--- config.mk ---
export PLATFORM = sky130hd
export DESIGN_NAME = xc_aesmix
export DESIGN_NICKNAME = d
export VERILOG_FILES = /design/src/rtl/xc_aesmix.sv
export SDC_FILE = /design/constraint.sdc
export NUM_CORES = 1
export LEC_CHECK = 0
export ABC_CLOCK_PERIOD_IN_PS = 3600
export BUFFER_PORTS_ARGS = -buffer_cell sky130_fd_sc_hd__buf_2
export CAP_MARGIN = 20
export CORE_MARGIN = 5
export CORE_UTILIZATION = 50
export DETAILED_ROUTE_END_ITERATION = 10
export GPL_TIMING_DRIVEN = 0
export PLACE_DENSITY = 0.83
export SETUP_SLACK_MARGIN = 0.1
export SKIP_CTS_REPAIR_TIMING = 1
export SYNTH_ARGS = -nofsm -noshare
export SYNTH_HDL_FRONTEND = slang
export SYNTH_SLANG_ARGS = --single-unit
--- constraint.sdc ---
create_clock -name clock -period 3.6 [get_ports clock]
set_clock_uncertainty 0.05 [all_clocks]
set_input_delay 0.18 -clock clock [delete_from_list [all_inputs] [get_ports clock]]
set_output_delay 0.18 -clock clock [all_outputs]
set_load 0.005 [all_outputs]
--- src/rtl/xc_aesmix.sv ---
`timescale 1ns / 1ps
// xc_aesmix: byte-serial AES MixColumns / InvMixColumns unit.
//
// Consumes one column whose bytes are packed the way the SubBytes unit returns them
// (a0 = rs1[7:0], a1 = rs1[15:8], a2 = rs2[23:16], a3 = rs2[31:24]). It produces one
// output byte per cycle over four cycles through a single GF(2^8) multiply-accumulate.
//
// Ports:
//   clock   in   system clock, rising edge
//   reset   in   asynchronous, active-high reset
//   valid   in   instruction request, held by the core until ready
//   rs1     in   [31:0] source register 1 (a0, a1 in the low half)
//   rs2     in   [31:0] source register 2 (a2, a3 in the high half)
//   enc     in   1 = MixColumns, 0 = InvMixColumns
//   ready   out  one-cycle completion pulse
//   result  out  [31:0] {b3, b2, b1, b0}
//
// Optional feature macro: XC_AESMIX_CLEAR_EN. When it is defined, the captured column
// and the result register are wiped on the cycle after DONE, so the column data does not
// linger while the unit is idle.
module xc_aesmix (
  input  logic        clock,
  input  logic        reset,
  input  logic        valid,
  input  logic [31:0] rs1,
  input  logic [31:0] rs2,
  input  logic        enc,
  output logic        ready,
  output logic [31:0] result
);

  typedef enum logic [1:0] {StIdle, StCalc, StDone} state_e;

  state_e      state_q, state_d;
  logic [1:0]  cnt_q, cnt_d;
  logic [31:0] col_q, col_d;   // {a3, a2, a1, a0}
  logic        enc_q, enc_d;
  logic [31:0] res_q, res_d;
  logic [7:0]  mix_byte;

  // The unused halves of rs1 and rs2 belong to the other columns of the packed state.
  logic unused_rs;
  assign unused_rs = ^{rs1[31:16], rs2[15:0]};

  function automatic logic [7:0] xtime(input logic [7:0] b);
    return {b[6:0], 1'b0} ^ (b[7] ? 8'h1b : 8'h00);
  endfunction

  // Every coefficient used here fits in four bits, so the product is the XOR of the
  // x1/x2/x4/x8 xtime chain terms selected by the coefficient bits.
  function automatic logic [7:0] gmul(input logic [7:0] b, input logic [3:0] c);
    logic [7:0] x2, x4, x8;
    x2 = xtime(b);
    x4 = xtime(x2);
    x8 = xtime(x4);
    return (c[0] ? b : 8'h00) ^ (c[1] ? x2 : 8'h00) ^ (c[2] ? x4 : 8'h00) ^
           (c[3] ? x8 : 8'h00);
  endfunction

  function automatic logic [3:0] coef(input logic fwd, input logic [1:0] j);
    logic [3:0] c;
    unique case (j)
      2'd0:    c = fwd ? 4'h2 : 4'he;
      2'd1:    c = fwd ? 4'h3 : 4'hb;
      2'd2:    c = fwd ? 4'h1 : 4'hd;
      default: c = fwd ? 4'h1 : 4'h9;
    endcase
    return c;
  endfunction

  // Shared multiply-accumulate. It is forced to zero outside CALC so the multiplier
  // does not toggle while the unit is idle.
  always_comb begin
    mix_byte = 8'h00;
    if (state_q == StCalc) begin
      for (int i = 0; i < 4; i++) begin
        mix_byte = mix_byte ^ gmul(col_q[{cnt_q + 2'(i), 3'b000} +: 8], coef(enc_q, 2'(i)));
      end
    end
  end

  always_comb begin
    state_d = state_q;
    cnt_d   = cnt_q;
    col_d   = col_q;
    enc_d   = enc_q;
    res_d   = res_q;
    ready   = 1'b0;
    unique case (state_q)
      StIdle: begin
        if (valid) begin
          col_d   = {rs2[31:16], rs1[15:0]};
          enc_d   = enc;
          res_d   = 32'h0;
          cnt_d   = 2'd0;
          state_d = StCalc;
        end
      end
      StCalc: begin
        if (!valid) begin
          // The core withdrew the request: abort without completing.
          cnt_d   = 2'd0;
          state_d = StIdle;
        end else begin
          res_d[{cnt_q, 3'b000} +: 8] = mix_byte;
          cnt_d = cnt_q + 2'd1;
          if (cnt_q == 2'd3) begin
            state_d = StDone;
          end
        end
      end
      StDone: begin
        ready   = 1'b1;
        cnt_d   = 2'd0;
        state_d = StIdle;
`ifdef XC_AESMIX_CLEAR_EN
        col_d   = 32'h0;
        enc_d   = 1'b0;
        res_d   = 32'h0;
`endif
      end
      default: begin
        state_d = StIdle;
        cnt_d   = 2'd0;
      end
    endcase
  end

  always_ff @(posedge clock or posedge reset) begin
    if (reset) begin
      state_q <= StIdle;
      cnt_q   <= 2'd0;
      col_q   <= 32'h0;
      enc_q   <= 1'b0;
      res_q   <= 32'h0;
    end else begin
      state_q <= state_d;
      cnt_q   <= cnt_d;
      col_q   <= col_d;
      enc_q   <= enc_d;
      res_q   <= res_d;
    end
  end

  assign result = res_q;

endmodule
Word level (Yosys, flattened, before mapping)
Index checks and enable logic that the tools add are counted.

storage, ports and cells
  output and inout bits = 33
  flip-flop bits (word level) = 69
  logic and storage cells = 102
  input bits = 68

operators by class
  multiplexer cells = 49
  reductions and logical operators = 5
  shifts and indexed selects = 6
  eq/ne operators = 6
  add/sub/neg operators = 4
  bitwise logic cells = 27

operator list
  cell                                                   number
  two-way mux 8 bit                                      17
  indexed part select 32 x 6 -> 8 bit                    4
  XOR 8 bit                                              15
  XOR 8 x 5 -> 8 bit                                     12
  two-way mux 32 bit                                     2
  case mux 32 bit (2 select lines)                       1
  two-way mux 5 bit                                      12
  bitwise mux 32 bit                                     1
  two-way mux 4 bit                                      8
  variable shift 8 x 7 -> 32 bit (first input constant)  1
  indexed part select 8 x 7 -> 32 bit                    1
  two-way mux 2 bit                                      5
  case mux 2 bit (2 select lines)                        2
  negation 5 -> 7 bit                                    1
  adder 2 bit (second input constant)                    2
  == test 2 bit (second input constant)                  2
  != test 2 bit (second input constant)                  2
  AND reduction 2 bit                                    2
  != test 3 x 2 -> 1 bit (second input constant)         1
  AND reduction 3 bit                                    1
  adder 2 x 1 -> 2 bit (second input constant)           1
  == test 2 x 1 -> 1 bit (second input constant)         1
  logical NOT 2 bit                                      1
  nonzero test 2 bit                                     1
  two-way mux 1 bit                                      1

Logic depth before layout (Yosys ltp)
  depth after elaboration = 18
  gate-level depth with buffers = 15
  depth with buffers taken out = 10

Worst setup path before layout
Ideal clock, no wire load.

  path type = flip-flop to flip-flop
  start point = register cnt_q[1]
  end point = register res_q[12] (netlist: result[12])
  stages on the path, launching flop included = 15
  period minus slack after synthesis = 3701 ps
  library setup time = 126 ps
  path buffers = 4
  setup slack = -101 ps
  arrival = 3525 ps
  required time = 3424 ps
  cells stage by stage = dfrtp_1 > buf_2 > buf_2 > buf_2 > inv_1 > ha_1 > buf_6 > mux4_2 > xor2_2 > xnor2_2 > xnor2_1 > xnor3_2 > xor2_2 > xnor2_2 > o21ai_1

between the ends
  word-level cells in the longest chain between the ends = 16
  elaborated cells on any way between the ends = 69
  those cells by class = add/sub: 4; shift: 6; mux: 32; bitwise: 27

ends and longest elaborated chain
  what                                                     RTL line  RTL
  from (decl)                                              35        logic [1:0] cnt_q, cnt_d;
  from (signal assigned)                                   138       cnt_q <= cnt_d;
  adder 2 x 1 -> 2 bit                                     77        mix_byte = mix_byte ^ gmul(col_q[{cnt_q + 2'(i), 3'b000} +: 8], coef(enc_q, 2'(i)));
  indexed part select 32 x 6 -> 8 bit                      77
  two-way mux 5 bit or XOR 8 x 5 -> 8 bit (tied branches)  46        return {b[6:0], 1'b0} ^ (b[7] ? 8'h1b : 8'h00);
  XOR 8 x 5 -> 8 bit or two-way mux 5 bit (tied branches)  46
  two-way mux 8 bit (tied with other cells)                56        return (c[0] ? b : 8'h00) ^ (c[1] ? x2 : 8'h00) ^ (c[2] ? x4 : 8'h00) ^
  XOR 8 bit (tied with other cells)                        56
  XOR 8 bit or two-way mux 8 bit (tied branches)           56, 57
  XOR 8 bit                                                56
  XOR 8 bit (3 in series)                                  77
  two-way mux 8 bit                                        75        if (state_q == StCalc) begin
  indexed part select 8 x 7 -> 32 bit                      105       res_d[{cnt_q, 3'b000} +: 8] = mix_byte;
  bitwise mux 32 bit *                                     105
  two-way mux 32 bit *                                     100       if (!valid) begin
  case mux 32 bit (2 select lines) *                       89        unique case (state_q)
  to (signal assigned)                                     141       res_q <= res_d;
  to (decl)                                                38        logic [31:0] res_q, res_d;

Every way passes the cells marked *; elsewhere a longest branch is shown, timed or not. The select of a mux whose other input is x is not followed.
A chain may end at the register's enable or synchronous reset.

Worst setup path after layout
  start point = register cnt_q[1]
  end point = register res_q[4] (netlist: result[4])

Same word-level chain as after synthesis.

==> impl_metrics.yaml <==
synth:
  synthesis.area_um2: 4608
  synth-main-ff-cell: "dfrtp_1"
  synth_xor_area_share_pct: 18.98
  synthesis.nets: 452
  synth_compound_area_share_pct: 6.788
  avgSynthCellArea_um2: 12.16
  synth_edf_count: 0
  synth_top_area_share_pct: 37.47
  synth_area_leaders: "dfrtp_1, mux4_2, xnor2_1"
  post-synth-top-count-cell: "dfrtp_1"
  synthAdderAreaFrac_pct: 1.358
  ys_seq_elements: 69
  synth_top_family_by_area: "multiplexers"
  synth.distinct_cells: 41
  muxShareOfSynthArea_pct: 24.95
  async_reset_ff_share_pct: 100.0
  syn_inst: 379
  yosysSeqAreaShare_pct: 37.47
  yosys.area.top_type: "dfrtp_1"
  yosysWarningCount: 0
  synthSimpleGateAreaFrac_pct: 7.548
  synthTopCellsByCount: "dfrtp_1, xnor2_1, mux2_2"
power:
  seqPwrFrac_pct: 22.3
  ir_drop_uv: 443.0
  swShare_pct: 41.62
  p_leak_nw: 2.538
  p_sw_mw: 1.853
  power_per_cell_area_nw_per_um2: 771.6
  p_comb_share_pct: 63.1
  p_clk_share_pct: 14.6
  intPower_mw: 2.599
grt:
  grt_use_met1_pct: 25.63
  antenna_found_initial: 0
  grt_start_max_net_pins: 40
  grt_use_total_pct: 19.59
  top_usage_layer: "met2"
  grt_use_met2_pct: 32.65
  grt_remaining_overflow: 0
  grt_pass1_wl_um: 17350
  met3_usage_pct: 3.582
  first_global_vias: 3429
cts:
  ctsHtreeMaxLevel: 3
  cts_buffers: 9
  cts_sinks: 69
  cts_tree: "done"
  root_buffer: "clkbuf_8"
  insertion_delay_ns: 0.35
  clock_path_buffers: 2
  clk_pin_slew_worst_paths_ns: 0.08
placement:
  dp_slack_ns: -0.4574
  dp.cells: 559
  dp_hpwl_um: 8026
  io_buffers: 68
  finalWeightedCongestion: 0.9208
timing:
  setup_ws_ns: 0.05879
  finalSetupTns_ns: 0
  timing.final.crit_period_ns: 3.541
  fin_crit_sh_pct: 98.37
  relSlewSlack_pct: 42.19
  maxSlewViolCount: 0
  hold_viol_final: 0
  worst_pin_slew_ns: 0.8639
  setup_viol: 0
  fmax_mhz: 282.4
  hold_ws_ns: 0.0007157
  rsz0062_at_grt: "yes"
setup_path:
  start_kind: "flop"
  cp-end-kind: "flop"
  crit_required_ns: 3.78
  cpPeakStageDelay_ns: 0.59
  path_class: "flop to flop"
  crit_path_max_fanout: 7
  worstPathCellList: "buf_6 > buf_12 > buf_8 > inv_2 > ha_4 > buf_6 > mux4_2 > xor2_4 > xnor2_2 > xnor2_2 > xnor3_2 > xor2_2 > xnor2_2 > o21ai_1"
  cp_common_cell: "xnor2_2"
  cpMaxStageDelayCell: "mux4_2"
  worstPathArrival_ns: 3.72
floorplanning:
  core_area_um2: 9109
  die_area_um2: 11240
  die_y_um: 106
  start_util_pct: 50.59
  pin_count: 101
  fp.dieW_um: 106
  num_rows: 35
routing:
  dr.pass1.iters: 5
  drc: 0
  drt-initial-drc-count: 259
  routedWlPerCell_um: 19.60
  routed_wl_um: 11960
  num_vias: 3608
  postRouteAntennaNets: 0
  vias_per_cell: 5.915
cells_and_area:
  layout-area-overhead-vs-synth_pct: 25.22
  antennaDiodeCount: 0
  drive_above_1_share_pct: 44.69
  final_nets: 568
  final_util_pct: 63.35
  fill_cells: 689
  fin_cells: 610
status:
  outcome: "finished, final reports clean"
min_path:
  worstHoldPathType: "input port to flop"
job:
  maxCapViolCount: 0
power groups by stage:
stage / logic (mW) / registers, mW / clock network, mW
global placement: 2.29 / 0.986 / 0
detailed placement: 2.35 / 0.997 / 0
finish: 2.81 / 0.992 / 0.650
floorplan: 1.88 / 0.968 / 0
CTS: 2.37 / 0.983 / 0.658
global route: 2.97 / 1.01 / 0.692
worst max-delay path: cells and delay by family, from the launching register on:
kind            cells  cell delay (ns)
fa+ha+maj           1             0.26
flops               1             0.40
buf+inv             5             0.55
compound gates      1             0.10
mux                 1             0.59
xor+xnor            6             1.44
state kept, by name (all words and copies together), names as in the netlist:
register	count
col_q	32
result	32
cnt_q	2
state_q	2
enc_q	1
area by class of cell:
| class | instances | area, um^2 | area share [%] |
|---|---|---|---|
| inverter | 5 | 26.28 | 0.4553 |
| clock buffer | 11 | 151.4 | 2.624 |
| buffer | 20 | 180.2 | 3.122 |
| timing repair buffer | 105 | 648.1 | 11.23 |
| multi-input combinational | 285 | 2850 | 49.39 |
| sequential | 69 | 1728 | 29.94 |
| tap | 111 | 138.9 | 2.407 |
| clock inverter | 4 | 47.55 | 0.8239 |
cell families (layout without fill, tap and decap cells):
logic type,Yosys count,after routing
fa+ha+maj,5,5
xor+xnor,89,89
buf+inv,25,145
flops,69,69
mux,70,70
simple gates,70,70
compound gates,51,51
worst paths after layout:
kind / start / end / slack, ns / depth (start not counted)
max in group asynchronous: reset / result[27] / 2.43 / 4
hold reg to reg: result[22] / result[22] / 0.44 / 2
hold / removal: rs2[23] / col_q[23] / 0.0007 / 2
setup / recovery: cnt_q[1] / result[4] / 0.06 / 14
setup reg to reg: cnt_q[1] / result[4] / 0.06 / 14
min in group asynchronous: reset / cnt_q[1] / 0.42 / 3
layout by cell type (no fill, tap or decap), drive strengths merged, types with 2 or more instances in the layout:
master	count
mux2i	5
mux2	33
nand2	27
nand3	6
nor2b	2
inv	5
dfrtp	69
xnor3	3
a22o	11
mux4	32
o211ai	2
ha	5
dlygate4sd3	2
xor2	20
clkbuf	21
nor2	17
xnor2	66
nor3b	4
buf	113
nand2b	2
a21oi	8
nor3	3
and3	4
clkinv	2
o21ai	27
stage by stage:
stage / cell area [um^2] / total power [mW]
after detailed placement: 5115 / 3.342
after global routing: 5771 / 4.668
after CTS: 5314 / 4.005
after floorplan: 4616 / 2.851
final: 5771 / 4.452
after global placement: 5095 / 3.277
metal layers:
layer / routed length [um] / vias to the layer above / share of wire, %
met3: 799 / 37 / 6.7
met4: 364 / 0 / 3.0
met2: 5999 / 181 / 50
met5: 0 / - / 0
li1: - / 1598 / -
met1: 4791 / 1792 / 40
Power figures use the tool's default switching activity.
